`src/rtl/mem_port_arbiter.sv`:
```
`timescale 1ns/1ps
// Shares one single-port memory between instruction fetch (IF) and data memory (DM) requesters.
// Latency: gnt/mem_en one cycle after the request is sampled, valid MEM_LAT+2 cycles after it; one access in flight.
// Backpressure: requests are sampled only when no access is in flight; requesters hold req, stall_* track pending work.
module mem_port_arbiter #(
  parameter int ADDR_W     = 32,
  parameter int DATA_W     = 32,
  parameter int MEM_LAT    = 2,
  parameter int STARVE_MAX = 4
) (
  input  logic              clk,
  input  logic              rst,
  input  logic              if_req,
  input  logic [ADDR_W-1:0] if_addr,
  output logic              if_gnt,
  output logic              if_valid,
  output logic [DATA_W-1:0] if_rdata,
  input  logic              dm_req,
  input  logic              dm_we,
  input  logic [ADDR_W-1:0] dm_addr,
  input  logic [DATA_W-1:0] dm_wdata,
  output logic              dm_gnt,
  output logic              dm_valid,
  output logic [DATA_W-1:0] dm_rdata,
  output logic              mem_en,
  output logic              mem_we,
  output logic [ADDR_W-1:0] mem_addr,
  output logic [DATA_W-1:0] mem_wdata,
  input  logic [DATA_W-1:0] mem_rdata,
  output logic              stall_if,
  output logic              stall_mem
);

  localparam logic [1:0] ST_IDLE = 2'd0;
  localparam logic [1:0] ST_BUSY = 2'd1;
  localparam logic [1:0] ST_DONE = 2'd2;

  localparam logic [3:0] LAT_LAST   = 4'(MEM_LAT);
  localparam logic [3:0] STARVE_LIM = 4'(STARVE_MAX);

  logic [1:0]        state_q, state_d;
  logic [3:0]        cnt_q, cnt_d;
  logic [3:0]        starve_q, starve_d;
  logic              owner_dm_q, owner_dm_d;
  logic              we_q, we_d;
  logic              if_gnt_q, if_gnt_d;
  logic              dm_gnt_q, dm_gnt_d;
  logic              if_valid_q, if_valid_d;
  logic              dm_valid_q, dm_valid_d;
  logic [DATA_W-1:0] if_rdata_q, if_rdata_d;
  logic [DATA_W-1:0] dm_rdata_q, dm_rdata_d;
  logic              mem_en_q, mem_en_d;
  logic              mem_we_q, mem_we_d;
  logic [ADDR_W-1:0] mem_addr_q, mem_addr_d;
  logic [DATA_W-1:0] mem_wdata_q, mem_wdata_d;

  logic can_arb;
  logic pick_if;
  logic pick_dm;

  // Grant decision: DONE is also a decision cycle so back-to-back accesses run every MEM_LAT+2 cycles.
  always_comb begin
    can_arb = (state_q == ST_IDLE) || (state_q == ST_DONE);
    pick_if = can_arb && if_req && (!dm_req || (starve_q == STARVE_LIM));
    pick_dm = can_arb && dm_req && !pick_if;
  end

  // Next-state and output computation for the access FSM and the IF starvation counter.
  always_comb begin
    state_d     = state_q;
    cnt_d       = cnt_q;
    owner_dm_d  = owner_dm_q;
    we_d        = we_q;
    if_rdata_d  = if_rdata_q;
    dm_rdata_d  = dm_rdata_q;
    mem_addr_d  = mem_addr_q;
    mem_wdata_d = mem_wdata_q;
    if_gnt_d    = 1'b0;
    dm_gnt_d    = 1'b0;
    if_valid_d  = 1'b0;
    dm_valid_d  = 1'b0;
    mem_en_d    = 1'b0;
    mem_we_d    = 1'b0;

    case (state_q)
      ST_IDLE, ST_DONE: begin
        state_d = ST_IDLE;
        if (pick_if) begin
          state_d    = ST_BUSY;
          cnt_d      = 4'd0;
          owner_dm_d = 1'b0;
          we_d       = 1'b0;
          if_gnt_d   = 1'b1;
          mem_en_d   = 1'b1;
          mem_addr_d = if_addr;
        end else if (pick_dm) begin
          state_d     = ST_BUSY;
          cnt_d       = 4'd0;
          owner_dm_d  = 1'b1;
          we_d        = dm_we;
          dm_gnt_d    = 1'b1;
          mem_en_d    = 1'b1;
          mem_we_d    = dm_we;
          mem_addr_d  = dm_addr;
          mem_wdata_d = dm_wdata;
        end
      end
      ST_BUSY: begin
        if (cnt_q == LAT_LAST) begin
          // mem_rdata is valid in this cycle; writes leave dm_rdata untouched
          state_d = ST_DONE;
          if (owner_dm_q) begin
            dm_valid_d = 1'b1;
            if (!we_q) begin
              dm_rdata_d = mem_rdata;
            end
          end else begin
            if_valid_d = 1'b1;
            if_rdata_d = mem_rdata;
          end
        end else begin
          cnt_d = cnt_q + 4'd1;
        end
      end
      default: begin
        state_d = ST_IDLE;
      end
    endcase

    // Counts DM wins while IF is waiting; IF is forced through once the limit is reached.
    starve_d = starve_q;
    if (!if_req || pick_if) begin
      starve_d = 4'd0;
    end else if (pick_dm && (starve_q != STARVE_LIM)) begin
      starve_d = starve_q + 4'd1;
    end
  end

  // State registers; reset aborts any in-flight access and discards its response.
  always_ff @(posedge clk or posedge rst) begin
    if (rst) begin
      state_q     <= ST_IDLE;
      cnt_q       <= 4'd0;
      starve_q    <= 4'd0;
      owner_dm_q  <= 1'b0;
      we_q        <= 1'b0;
      if_gnt_q    <= 1'b0;
      dm_gnt_q    <= 1'b0;
      if_valid_q  <= 1'b0;
      dm_valid_q  <= 1'b0;
      if_rdata_q  <= '0;
      dm_rdata_q  <= '0;
      mem_en_q    <= 1'b0;
      mem_we_q    <= 1'b0;
      mem_addr_q  <= '0;
      mem_wdata_q <= '0;
    end else begin
      state_q     <= state_d;
      cnt_q       <= cnt_d;
      starve_q    <= starve_d;
      owner_dm_q  <= owner_dm_d;
      we_q        <= we_d;
      if_gnt_q    <= if_gnt_d;
      dm_gnt_q    <= dm_gnt_d;
      if_valid_q  <= if_valid_d;
      dm_valid_q  <= dm_valid_d;
      if_rdata_q  <= if_rdata_d;
      dm_rdata_q  <= dm_rdata_d;
      mem_en_q    <= mem_en_d;
      mem_we_q    <= mem_we_d;
      mem_addr_q  <= mem_addr_d;
      mem_wdata_q <= mem_wdata_d;
    end
  end

  assign if_gnt    = if_gnt_q;
  assign dm_gnt    = dm_gnt_q;
  assign if_valid  = if_valid_q;
  assign dm_valid  = dm_valid_q;
  assign if_rdata  = if_rdata_q;
  assign dm_rdata  = dm_rdata_q;
  assign mem_en    = mem_en_q;
  assign mem_we    = mem_we_q;
  assign mem_addr  = mem_addr_q;
  assign mem_wdata = mem_wdata_q;

  // Stalls are masked during reset so every output reads low while rst is held.
  assign stall_if  = if_req & ~if_valid_q & ~rst;
  assign stall_mem = dm_req & ~dm_valid_q & ~rst;

endmodule
```
`config.mk`:
```
export PLATFORM = sky130hd
export DESIGN_NAME = mem_port_arbiter
export DESIGN_NICKNAME = d
export VERILOG_FILES = /design/src/rtl/mem_port_arbiter.sv
export SDC_FILE = /design/constraint.sdc
export NUM_CORES = 1
export LEC_CHECK = 0
export ABC_CLOCK_PERIOD_IN_PS = 5200
export BUFFER_PORTS_ARGS = -buffer_cell sky130_fd_sc_hd__buf_2
export CAP_MARGIN = 20
export CELL_PAD_IN_SITES_DETAIL_PLACEMENT = 0
export CELL_PAD_IN_SITES_GLOBAL_PLACEMENT = 1
export CORE_ASPECT_RATIO = 1.5
export CORE_MARGIN = 2
export CORE_UTILIZATION = 33
export CTS_CLUSTER_SIZE = 16
export DETAILED_ROUTE_END_ITERATION = 16
export PLACE_DENSITY_LB_ADDON = 0.1
export SLEW_MARGIN = 10
export SYNTH_ARGS = -nofsm -noshare
export SYNTH_HDL_FRONTEND = slang
export SYNTH_SLANG_ARGS = --single-unit
```
`constraint.sdc`:
```
create_clock -name clk -period 5.2 [get_ports clk]
set_input_delay 1.04 -clock clk [delete_from_list [all_inputs] [get_ports clk]]
set_output_delay 1.04 -clock clk [all_outputs]
set_load 0.02 [all_outputs]
```
* After elaboration in Yosys (flattened, before gate mapping)
Index checks and enable logic that the tools add are counted.
** Storage, ports and cells
- Bits in registers :: 146
- Bits of input ports :: 133
- Output and inout port bits :: 136
- Logic and storage cells :: 88
** Cells by class
- $add $sub $neg :: 2
- Equality and inequality tests :: 8
- Mux-type cells :: 32
- Bitwise operators :: 10
- Reductions and logical operators :: 21
** Operators by type and width (count)
- two-way mux 32 bit :: 2
- two-way mux 1 bit :: 22
- two-way mux 4 bit :: 5
- AND reduction 3 bit :: 3
- adder 4 x 1 -> 4 bit (second input constant) :: 2
- one-hot mux 4 bit (2 select lines) :: 1
- NOT 1 bit :: 6
- nonzero test 2 bit :: 3
- logical AND 1 bit :: 5
- AND 1 bit :: 4
- == test 4 x 2 -> 1 bit (second input constant) :: 1
- == test 4 x 3 -> 1 bit (second input constant) :: 1
- != test 2 bit (second input constant) :: 2
- != test 4 x 3 -> 1 bit (second input constant) :: 1
- one-hot mux 2 bit (2 select lines) :: 1
- AND reduction 4 bit :: 1
- logical NOT 1 bit :: 3
- logical OR 1 bit :: 3
- != test 3 bit (second input constant) :: 1
- == test 2 x 1 -> 1 bit (second input constant) :: 1
- == test 2 bit (second input constant) :: 1
- logical NOT 2 bit :: 1
- two-way mux 2 bit :: 1
- AND reduction 2 bit :: 1
- OR reduction 2 bit :: 1

* Longest topological paths before layout
- Word-level depth :: 9
- Gate-level depth with buffers :: 7
- Gate-level depth less buffers :: 5

* Least setup slack after synthesis
No wires, ideal clock.
- Path kind :: input to output
- Start :: in if_req
- End :: out stall_if
- Data arrival time :: 1.825 ns
- Data required time :: 4.160 ns
- Setup slack :: 2.335 ns
- Cell stages on the path :: 3
- Buffers on the path :: 1
- Path through :: buf_2 -> inv_1 -> nor3_1
** Between the ends
- Longest elaborated chain between the ends :: 2
** RTL lines
- start: declaration :: line 13 : input logic if_req,
- AND 1 bit (2 in series) :: line 188 : assign stall_if = if_req & ~if_valid_q & ~rst;
- end: declaration :: line 30 : output logic stall_if,
No other way between the ends.

* Final worst setup path
Same ends and word-level chain as after synthesis.

==> metrics.cfg <==
[run_status]
status=finished, final reports clean

[synth]
syn_nets=565
yosysUniqueCellTypes=40
synth_area_leaders=dfrtp_1 (60%), mux2_2 (13%), a221o_1 (5.2%), mux2_4 (4.9%), a2111oi_0 (4.6%)
synth_ff_type=dfrtp_1
yosysMostFrequentCell=dfrtp_1
synth.cell_area_mm2=0.006113
synth_top_area_share_pct=59.76
synth_top_area_cell=dfrtp_1
ys_seq_area_share_pct=59.76
ys_seq_elements=146
syn_avg_cell_area_um2=14.28
synth_cells=428
synth_edf_count=0
synthTopCellsByCount=dfrtp_1 (146), mux2_2 (69), inv_1 (39)
async_flop_share_pct=100.0
synth_warnings=0

[clocking]
cts.sinks=146
ctsHoldBuffers=0
cts_tree=done
cts_resized=0
post_cts_buffers=0
worstSkewPairLatency_ns=0.41
cts_buffer_depth=2
cts-root-buf=clkbuf_16
htree_levels=4
cts.clk_slew.worst_paths_ns=0.06
cts-buffers-inserted=17

[setup_path]
cp_slowest_cell=buf_2
cp.arrival_ns=2.27
critPathLaunchType=primary input
crit_required_ns=4.16
crit_path_max_incr_delay_ns=0.49
critPathKind=in2out
crit_path_end_kind=output port
critPathMaxFanout=35
crit_chain=buf_2 -> inv_1 -> nor3_1 -> buf_2
cpMostUsedCell=buf_2

[timing]
rsz0062_at_grt=no
finalCritPeriodShare_pct=63.74
fin_skew_ns=0.009558
finalHoldViolations=0
post-route-min-period_ns=3.314
slew_headroom_pct=54.78
worstMarginPinSlew_ns=0.6783
slew_viol_final=0
setup_tns_ns=0
fmax_mhz=301.7
setup_viol=0
hold_ws_ns=0.4844

[global_route]
gr-usage-met3_pct=4.924
grtUsageMet1_pct=18.83
use_met2_pct=29.46
grt.busiest_layer=met2
grt_pass1_wl_um=25460
grt_pass1_vias=4868
gr-usage-all-layers_pct=16.51
antenna_found_initial=1
grt_max_degree=116
grt_overflow_total=0

[die]
rows=61
die_h_um=170.7
die_area_mm2=0.01965
die_w_um=115.1
initial_core_util_pct=33.37
num_io_pins=269
core-area_mm2=0.01832

[placement]
gp_congestion=0.7925
dp.cells=891
numPortBuffers=268
hpwl_um=11090

[routing]
final_antenna_net_count=0
vias=4570
drt_iter0_markers=270
drc_errors=0
vias_per_cell=4.957
drt-total-wl_um=16150
wl_per_cell_um=17.52
dr.pass1.iters=4

[power_and_ir_drop]
p_per_area_mw_per_mm2=649.8
ir_worst_vdd_mv=0.3218
p_leak_nw=4.083

[worst_hold_path]
worst_hold_path_type=reg2reg

[final_layout]
drive_above_1_share_pct=57.63
fin_cells=922
area_growth_pct=34.47
final_nets=828

[run]
maxCapViolations=0

-- routing by layer --
layer  up-vias  share of wire, %
met5         -                 0
met4         0              0.87
met3        11               7.5
met2       184                53
met1      2266                38
li1       2109                 -
-- worst max-delay path: cells and delay by family --
kind | cells | cell delay (ns)
and+or+nand+nor | 1 | 0.24
buffers and inverters | 3 | 0.98
-- where the power goes --
part           switching, W  leakage [nW]  internal, W
Combinational       0.00128          2.04     0.000955
Clock              0.000459         0.254     0.000686
Sequential         0.000285          1.79      0.00167
Total               0.00203          4.08      0.00331
-- layout make-up --
class	count	area (um^2)
diodes	1	2.502
inverters	40	155.1
repair buffers	277	1429
multi-input cells	209	2153
fillers	1745	10100
flip-flops and latches	146	3654
clock buffers	20	466.7
well taps	220	275.3
clock inverters	9	85.08
-- cell usage in the layout (no fill, tap or decap), drive strengths merged, types with 2 or more instances in the layout --
cell      instances
inv              40
nand4b            2
o21ai             3
a211oi            2
buf             277
ha                4
a21oi             5
clkbuf           20
nand2b            3
o211ai            2
clkinvlp          6
nand3             3
mux2             96
a2111oi          32
and2              2
a221o            32
dfrtp           146
clkinv            2
nor4              2
nor3              3
nand2             3
-- sequential cells by signal (all words and copies together), names as in the netlist, 2 cells and up --
signal	count
dm_rdata	32
if_rdata	32
mem_addr	32
mem_wdata	32
cnt_q	4
starve_q	4
state_q	2
-- cell families after synthesis --
logic type                 count (synthesis)  share of synthesized area, %
DFF                                      146                         59.76
muxes                                     97                         19.08
and+or+nand+nor                           27                         3.275
buffers and inverters                     73                         5.198
AOI/OAI and AO/OA                         81                         11.87
adders and majority gates                  4                        0.8187
-- metrics by stage --
| stage | total power [W] | instance area, um^2 | worst slack [ns] | utilization (%) |
|---|---|---|---|---|
| after floorplan | 0.003452 | 6113 | 0.2370 | - |
| after global placement | 0.004205 | 7639 | 1.904 | 41.70 |
| after detailed placement | 0.004248 | 7639 | 1.891 | 41.70 |
| after CTS | 0.005423 | 8190 | 1.887 | 44.71 |
| after global routing | 0.005690 | 8218 | 1.797 | 44.86 |
| final | 0.005341 | 8220 | 1.886 | 44.88 |
-- worst paths after layout --
path,start,end,slack (ns),depth (start not counted)
worst max-delay path,if_req,stall_if,1.89,4
worst min-delay path,mem_wdata[1]$_DFFE_PP0P_,mem_wdata[1]$_DFFE_PP0P_,0.48,1
worst max register to register,starve_q[0]$_DFFE_PP0P_,mem_wdata[31]$_DFFE_PP0P_,2.58,7
worst min register to register,mem_wdata[1]$_DFFE_PP0P_,mem_wdata[1]$_DFFE_PP0P_,0.48,1
max in group asynchronous,rst,dm_valid$_DFF_PP0_,3.55,3
min in group asynchronous,rst,mem_addr[12]$_DFFE_PP0P_,0.71,2
No activity file was read; power rests on OpenSTA's default activity.
